<file path="src/rtl/tdm_demux4_if.sv">
// Bus bundle for the 4-channel TDM demultiplexer: slot-word input stream and
// rebuilt channel/status outputs.
interface tdm_demux4_if #(
  parameter int unsigned WIDTH = 4
);
  logic [WIDTH-1:0] din;
  logic             din_valid;
  logic             sof;
  logic [WIDTH-1:0] A;
  logic [WIDTH-1:0] B;
  logic [WIDTH-1:0] C;
  logic [WIDTH-1:0] D;
  logic [1:0]       slot;
  logic             locked;
  logic             frame_valid;
  logic             sync_err;

  modport master (
    output din, din_valid, sof,
    input  A, B, C, D, slot, locked, frame_valid, sync_err
  );

  modport slave (
    input  din, din_valid, sof,
    output A, B, C, D, slot, locked, frame_valid, sync_err
  );
endinterface

</file>
<file path="src/rtl/tdm_demux4.sv">
// Rebuilds four channels A..D from a TDM slot stream; a frame is committed to
// the outputs only when all four slots arrive in order.
module tdm_demux4 #(
  parameter int unsigned WIDTH = 4
) (
  input logic          clk,
  input logic          rst_n,
  tdm_demux4_if.slave  bus
);

  typedef enum logic [0:0] {StHunt, StLocked} state_e;

  state_e           r_state;
  logic [1:0]       r_slot;
  logic [WIDTH-1:0] r_sh0, r_sh1, r_sh2;
  logic [WIDTH-1:0] r_a, r_b, r_c, r_d;
  logic             r_frame_valid;
  logic             r_sync_err;

  always_ff @(posedge clk or negedge rst_n) begin
    if (!rst_n) begin
      r_state       <= StHunt;
      r_slot        <= 2'd0;
      r_sh0         <= '0;
      r_sh1         <= '0;
      r_sh2         <= '0;
      r_a           <= '0;
      r_b           <= '0;
      r_c           <= '0;
      r_d           <= '0;
      r_frame_valid <= 1'b0;
      r_sync_err    <= 1'b0;
    end else begin
      r_frame_valid <= 1'b0;
      r_sync_err    <= 1'b0;
      if (bus.din_valid) begin
        unique case (r_state)
          StHunt: begin
            if (bus.sof) begin
              r_sh0   <= bus.din;
              r_slot  <= 2'd1;
              r_state <= StLocked;
            end
          end
          StLocked: begin
            if (bus.sof) begin
              // sof anywhere but slot 0 abandons the partial frame and resyncs
              r_sync_err <= (r_slot != 2'd0);
              r_sh0      <= bus.din;
              r_slot     <= 2'd1;
            end else begin
              unique case (r_slot)
                2'd0: begin
                  r_sync_err <= 1'b1;
                  r_slot     <= 2'd0;
                  r_state    <= StHunt;
                end
                2'd1: begin
                  r_sh1  <= bus.din;
                  r_slot <= 2'd2;
                end
                2'd2: begin
                  r_sh2  <= bus.din;
                  r_slot <= 2'd3;
                end
                2'd3: begin
                  r_a           <= r_sh0;
                  r_b           <= r_sh1;
                  r_c           <= r_sh2;
                  r_d           <= bus.din;
                  r_frame_valid <= 1'b1;
                  r_slot        <= 2'd0;
                end
              endcase
            end
          end
        endcase
      end
    end
  end

  assign bus.A           = r_a;
  assign bus.B           = r_b;
  assign bus.C           = r_c;
  assign bus.D           = r_d;
  assign bus.slot        = r_slot;
  assign bus.locked      = (r_state == StLocked);
  assign bus.frame_valid = r_frame_valid;
  assign bus.sync_err    = r_sync_err;

endmodule

</file>
<file path="src/flat_wrapper.sv">
// flat-port wrapper written by rule: the top's interface ports become plain ports
module tdm_demux4_flat 
#(
  parameter int unsigned WIDTH = 4
)
  (clk, rst_n, bus_din, bus_din_valid, bus_sof, bus_A, bus_B, bus_C, bus_D, bus_slot, bus_locked, bus_frame_valid, bus_sync_err);
  tdm_demux4_if #(.WIDTH(WIDTH)) bus_i ();
  input logic clk;
  input logic rst_n;
  input wire logic [$bits(bus_i.din)-1:0] bus_din;
  input wire logic [$bits(bus_i.din_valid)-1:0] bus_din_valid;
  input wire logic [$bits(bus_i.sof)-1:0] bus_sof;
  output wire logic [$bits(bus_i.A)-1:0] bus_A;
  output wire logic [$bits(bus_i.B)-1:0] bus_B;
  output wire logic [$bits(bus_i.C)-1:0] bus_C;
  output wire logic [$bits(bus_i.D)-1:0] bus_D;
  output wire logic [$bits(bus_i.slot)-1:0] bus_slot;
  output wire logic [$bits(bus_i.locked)-1:0] bus_locked;
  output wire logic [$bits(bus_i.frame_valid)-1:0] bus_frame_valid;
  output wire logic [$bits(bus_i.sync_err)-1:0] bus_sync_err;
  assign bus_i.din = bus_din;
  assign bus_i.din_valid = bus_din_valid;
  assign bus_i.sof = bus_sof;
  assign bus_A = bus_i.A;
  assign bus_B = bus_i.B;
  assign bus_C = bus_i.C;
  assign bus_D = bus_i.D;
  assign bus_slot = bus_i.slot;
  assign bus_locked = bus_i.locked;
  assign bus_frame_valid = bus_i.frame_valid;
  assign bus_sync_err = bus_i.sync_err;
  tdm_demux4 #(.WIDTH(WIDTH)) u_core (.clk(clk), .rst_n(rst_n), .bus(bus_i));
endmodule
</file>
<file path="config.mk">
export PLATFORM = sky130hd
export DESIGN_NAME = tdm_demux4_flat
export DESIGN_NICKNAME = d
export VERILOG_FILES = /design/src/rtl/tdm_demux4_if.sv /design/src/rtl/tdm_demux4.sv /design/src/flat_wrapper.sv
export SDC_FILE = /design/constraint.sdc
export NUM_CORES = 1
export LEC_CHECK = 0
export ABC_CLOCK_PERIOD_IN_PS = 2200
export CAP_MARGIN = 20
export CORE_UTILIZATION = 30
export DETAILED_ROUTE_END_ITERATION = 6
export DONT_BUFFER_PORTS = 1
export PLACE_DENSITY = 0.4
export SKIP_LAST_GASP = 1
export SYNTH_ARGS = -nofsm -noshare
export SYNTH_HDL_FRONTEND = slang
export SYNTH_SLANG_ARGS = --single-unit
</file>
<file path="constraint.sdc">
create_clock -name clk -period 2.2 [get_ports clk]
set_input_delay 0.33 -clock clk [delete_from_list [all_inputs] [get_ports clk]]
set_output_delay 0.33 -clock clk [all_outputs]
set_load 0.05 [all_outputs]
</file>
== Word-level counts from Yosys, hierarchy flattened ==
Index checks and enable logic that the tools add are counted.
Operators by class
  reductions and logical operators: 8
  mux-type cells: 17
  bitwise gates (word level): 2
  equal/unequal tests: 4
Operators with widths (number)
  AND reduction 4 bit: 3
  two-way mux 1 bit: 11
  case mux 2 bit (3 select lines): 1
  equality test 2 bit, second input constant: 2
  two-way mux 2 bit: 2
  two-way mux 4 bit: 1
  case mux 2 bit (2 select lines): 1
  AND reduction 2 bit: 2
  equality test 2 x 1 -> 1 bit, second input constant: 1
  logical NOT 2 bit: 1
  inequality test 2 bit, second input constant: 1
  inverter 1 bit: 2
  case mux 1 bit (2 select lines): 1
  nonzero test 2 bit: 1
  OR reduction 2 bit: 1
Storage, ports and cells
  bits of input ports: 8
  output and inout port bits: 21
  logic and storage cells: 42
  register bits: 33

== Depth between registers and ports, before layout ==
  word-level depth: 5
  depth in mapped cells: 4
  gate-level depth less buffers: 4

== Worst setup path after synthesis ==
OpenSTA, ideal clock, no wires.
  path kind: register to register
  start point: register u_core.r_slot[1] (netlist: u_core.bus.slot[1])
  end point: register u_core.r_a[0] (netlist: u_core.bus.A[0])
  slack: 0.469 ns
  required time: 2.075 ns
  stages on the path, launching flop included: 5
  arrival: 1.606 ns
  path buffers: 1
  period minus slack after synthesis: 1.731 ns
  library setup time: 0.125 ns
  cells stage by stage: dfrtp_1 -> ha_1 -> nand4b_4 -> buf_6 -> mux2_4
On the way
  word-level cells in the longest chain between the ends: 2
Ends and longest elaborated chain
  start, declared: line tdm_demux4.sv:14  | logic [1:0] r_slot;
  start signal, assigned: line tdm_demux4.sv:23  | r_slot <= 2'd0;
  start signal, assigned: line tdm_demux4.sv:41  | r_slot <= 2'd1;
  start signal, assigned: line tdm_demux4.sv:50  | r_slot <= 2'd1;
  equality test 2 bit: line tdm_demux4.sv:52  | unique case (r_slot)
  AND reduction 4 bit (no line)
  end signal, assigned: line tdm_demux4.sv:67  | r_a <= r_sh0;
  end, declared: line tdm_demux4.sv:16  | logic [WIDTH-1:0] r_a, r_b, r_c, r_d;
Every way passes these cells.
A chain may end at the register's enable or synchronous reset.

== Worst setup path after layout ==
  start point: register u_core.r_slot[0] (netlist: u_core.bus.slot[0])
  end point: register u_core.r_sh2[3]
On the way
  word-level cells in the longest chain between the ends: 2
Ends and longest elaborated chain
  equality test 2 bit: line tdm_demux4.sv:52
  AND reduction 4 bit (no line)
  end signal, assigned: line tdm_demux4.sv:63  | r_sh2 <= bus.din;
  end, declared: line tdm_demux4.sv:15  | logic [WIDTH-1:0] r_sh0, r_sh1, r_sh2;
Every way passes these cells.

==> results.cfg <==
[die]
die_x_um = 70.6
start_util_pct = 31.8
row_count = 24
dieHeight_um = 70.6
ios = 29
coreArea_um2 = 4440
die_area_um2 = 4990

[layout]
fin_nets = 112
final_core_util_pct = 35.5
stdcell_count = 150
area_growth_pct = 11.8
drive_above_1_share_pct = 40.8
antennaDiodeCount = 0

[sta]
finalHoldViolCount = 0
clock_skew_ps = 4.98
fin_crit_sh_pct = 73.1
timing.hold.ws_ps = 140
fin_tns_setup_ps = 0
worst_pin_slew_ps = 487
fmax_mhz = 622
setup_viol = 0
period_needed_ps = 1610
slew_headroom_pct = 67.5
rsz0062_at_grt = no
slew_violations = 0

[yosys]
ys_warn_count = 0
synth_top_cell_by_area = dfrtp_1
synthMuxAreaShare_pct = 24.7
ys_seq_area_share_pct = 58.5
yosys.area_share.simple_pct = 6.38
synth_top_family_by_area = multiplexers
synth_compound_area_share_pct = 1.42
synth.distinct_cells = 18
synth-seq-cells = 33
synth_xor_area_share_pct = 0
syn_inst = 90
synth_area_leaders = dfrtp_1 58%, mux2_2 15%, mux2_4 9.6%, ha_1 5.3%, nand4b_4 1.7%
netlist_area_um2 = 1410
yosys.area_share.adder_pct = 5.31
syn_area_per_cell_um2 = 15.7
syn_nets = 104
synth_top_area_share_pct = 58.5

[route]
wl_per_cell_um = 16.4
ant_nets = 0
vias = 721
first_pass_iters = 5
drt_wl_total_um = 2470
drc_errors = 4
vias_per_cell = 4.81
drt_iter0_markers = 51

[place]
port_buffers = 0
gp_congestion = 0.678
placed_cells = 141
post-dp-hpwl_um = 1560

[cts]
clkLatencyLatePin_ps = 280
cts_buffers = 5
ctsResizeCount = 0
tritoncts = done
clk_pin_slew_ps = 70
cts_buffer_depth = 2
cts-hold-fix-buffers = 2
htree_levels = 2
cts.sink_count = 33
root_buffer = clkbuf_8
cts_setup_buffers = 0

[outcome]
failed_checks = design-rule violations
status = complete, but fails checks

[critical_path]
cp_num_buf_inv = 2
path_max_fanout = 5
critPathLaunchType = register
crit_family = multiplexers
crit_path_end_kind = register
slowest_delay_ps = 370
crit_chain = buf_4, inv_1, ha_1, nand4b_1, mux2_2
critPathKind = reg2reg
cp.required_ps = 2370
worstPathArrival_ps = 1780
crit_slowest_cell = mux2_2

[pwr]
combPwrFrac_pct = 20.7
clock_power_share_pct = 18.3
p_leak_uw = 0.000767
p_switching_uw = 1140
p_seq_share_pct = 61.0
power_density_nw_per_um2 = 1610
switching_share_pct = 44.8
finalPower_uw = 2540
internal_power_uw = 1400
ir_worst_vdd_uv = 417

[global_routing]
grtUsageTotal_pct = 11.3
grt_max_degree = 34
grt_pass1_vias = 770
grt_overflow_total = 0
antenna_found_initial = 0
grt_pass1_wl_um = 4050

[run]
drv_cap = 0

[worst_hold_path]
min_path_type = in2reg
[placed cells by master (no fill, tap or decap), types with 2 or more instances in the layout]
| cell type | Yosys | routed |
|---|---|---|
| mux2_4 | 9 | 9 |
| clkbuf_8 | 0 | 6 |
| nand2_1 | 2 | 2 |
| nor3_1 | 2 | 2 |
| nand4b_1 | 2 | 2 |
| dfrtp_1 | 33 | 33 |
| mux2_2 | 19 | 19 |
| ha_1 | 6 | 6 |
| nor2_1 | 2 | 2 |
| inv_1 | 4 | 4 |
| buf_4 | 2 | 3 |
[area by class of cell]
type	count	area [µm²]
Clock buffer	7	86.3
Fill cell	449	2870
Inverter	4	15.0
Multi-Input combinational cell	49	534
Sequential cell	33	826
Tap cell	52	65.1
Timing Repair Buffer	5	52.6
[metal layers]
layer  part of all wire [%]  GRT usage (%)  vias up
met5                      0              0        -
met3                    7.3           5.41        6
met4                    2.3           7.33        0
met2                     45           16.7       23
met1                     45           13.0      360
li1                       -              -      332
[metrics by stage]
| stage | cell area (µm²) | setup WS, ps |
|---|---|---|
| detailed placement | 1460 | 569 |
| CTS | 1580 | 554 |
| finish | 1580 | 592 |
| global route | 1580 | 487 |
| global placement | 1460 | 561 |
| floorplan | 1410 | 469 |
[power groups by stage]
stage | registers [µW] | clock network, µW | logic, µW
after detailed placement | 1570 | 0 | 512
after global placement | 1570 | 0 | 503
after global routing | 1590 | 506 | 577
final | 1550 | 465 | 525
after CTS | 1560 | 479 | 533
after floorplan | 1580 | 0 | 390
[synthesized netlist by cell type]
library cell / count
nor4bb_1: 1
nand4b_4: 1
a21oi_1: 1
a31oi_1: 1
o221ai_1: 1
nor2_1: 2
dfrtp_1: 33
mux2_4: 9
nand4b_1: 2
buf_6: 2
mux2_2: 19
nand2_1: 2
buf_4: 2
or3b_2: 1
ha_1: 6
nand3_1: 1
inv_1: 4
nor3_1: 2
[cells by family (layout without fill, tap and decap cells)]
group | count (synthesis) | after routing
compound gates | 3 | 3
fa+ha+maj | 6 | 6
buf+inv | 8 | 16
flops | 33 | 33
mux | 28 | 28
simple gates | 12 | 12
[worst register-to-register path: stages, from the launching register on]
cell	delay (ps)
dfrtp_1	350
buf_4	230
inv_1	120
ha_1	210
nand4b_1	220
mux2_2	370
[worst paths after layout]
kind,startpoint,end,slack [ps],depth (start not counted)
setup / recovery,u_core.bus.slot[0],u_core.r_sh2[3],590,5
hold / removal,bus_din_valid,u_core.bus.locked,140,1
setup reg to reg,u_core.bus.slot[0],u_core.r_sh2[3],590,5
hold reg to reg,u_core.r_sh1[1],u_core.bus.B[1],500,1
max in group asynchronous,rst_n,u_core.r_sh1[1],1510,2
min in group asynchronous,rst_n,u_core.bus.B[0],500,2
[registers in the layout, indices dropped and copies added, names as in the netlist, 2 cells and up]
register,flops
u_core.bus.A,4
u_core.bus.B,4
u_core.bus.C,4
u_core.bus.D,4
u_core.bus.slot,2
u_core.r_sh0,4
u_core.r_sh1,4
u_core.r_sh2,4
Power figures use the tool's default switching activity.
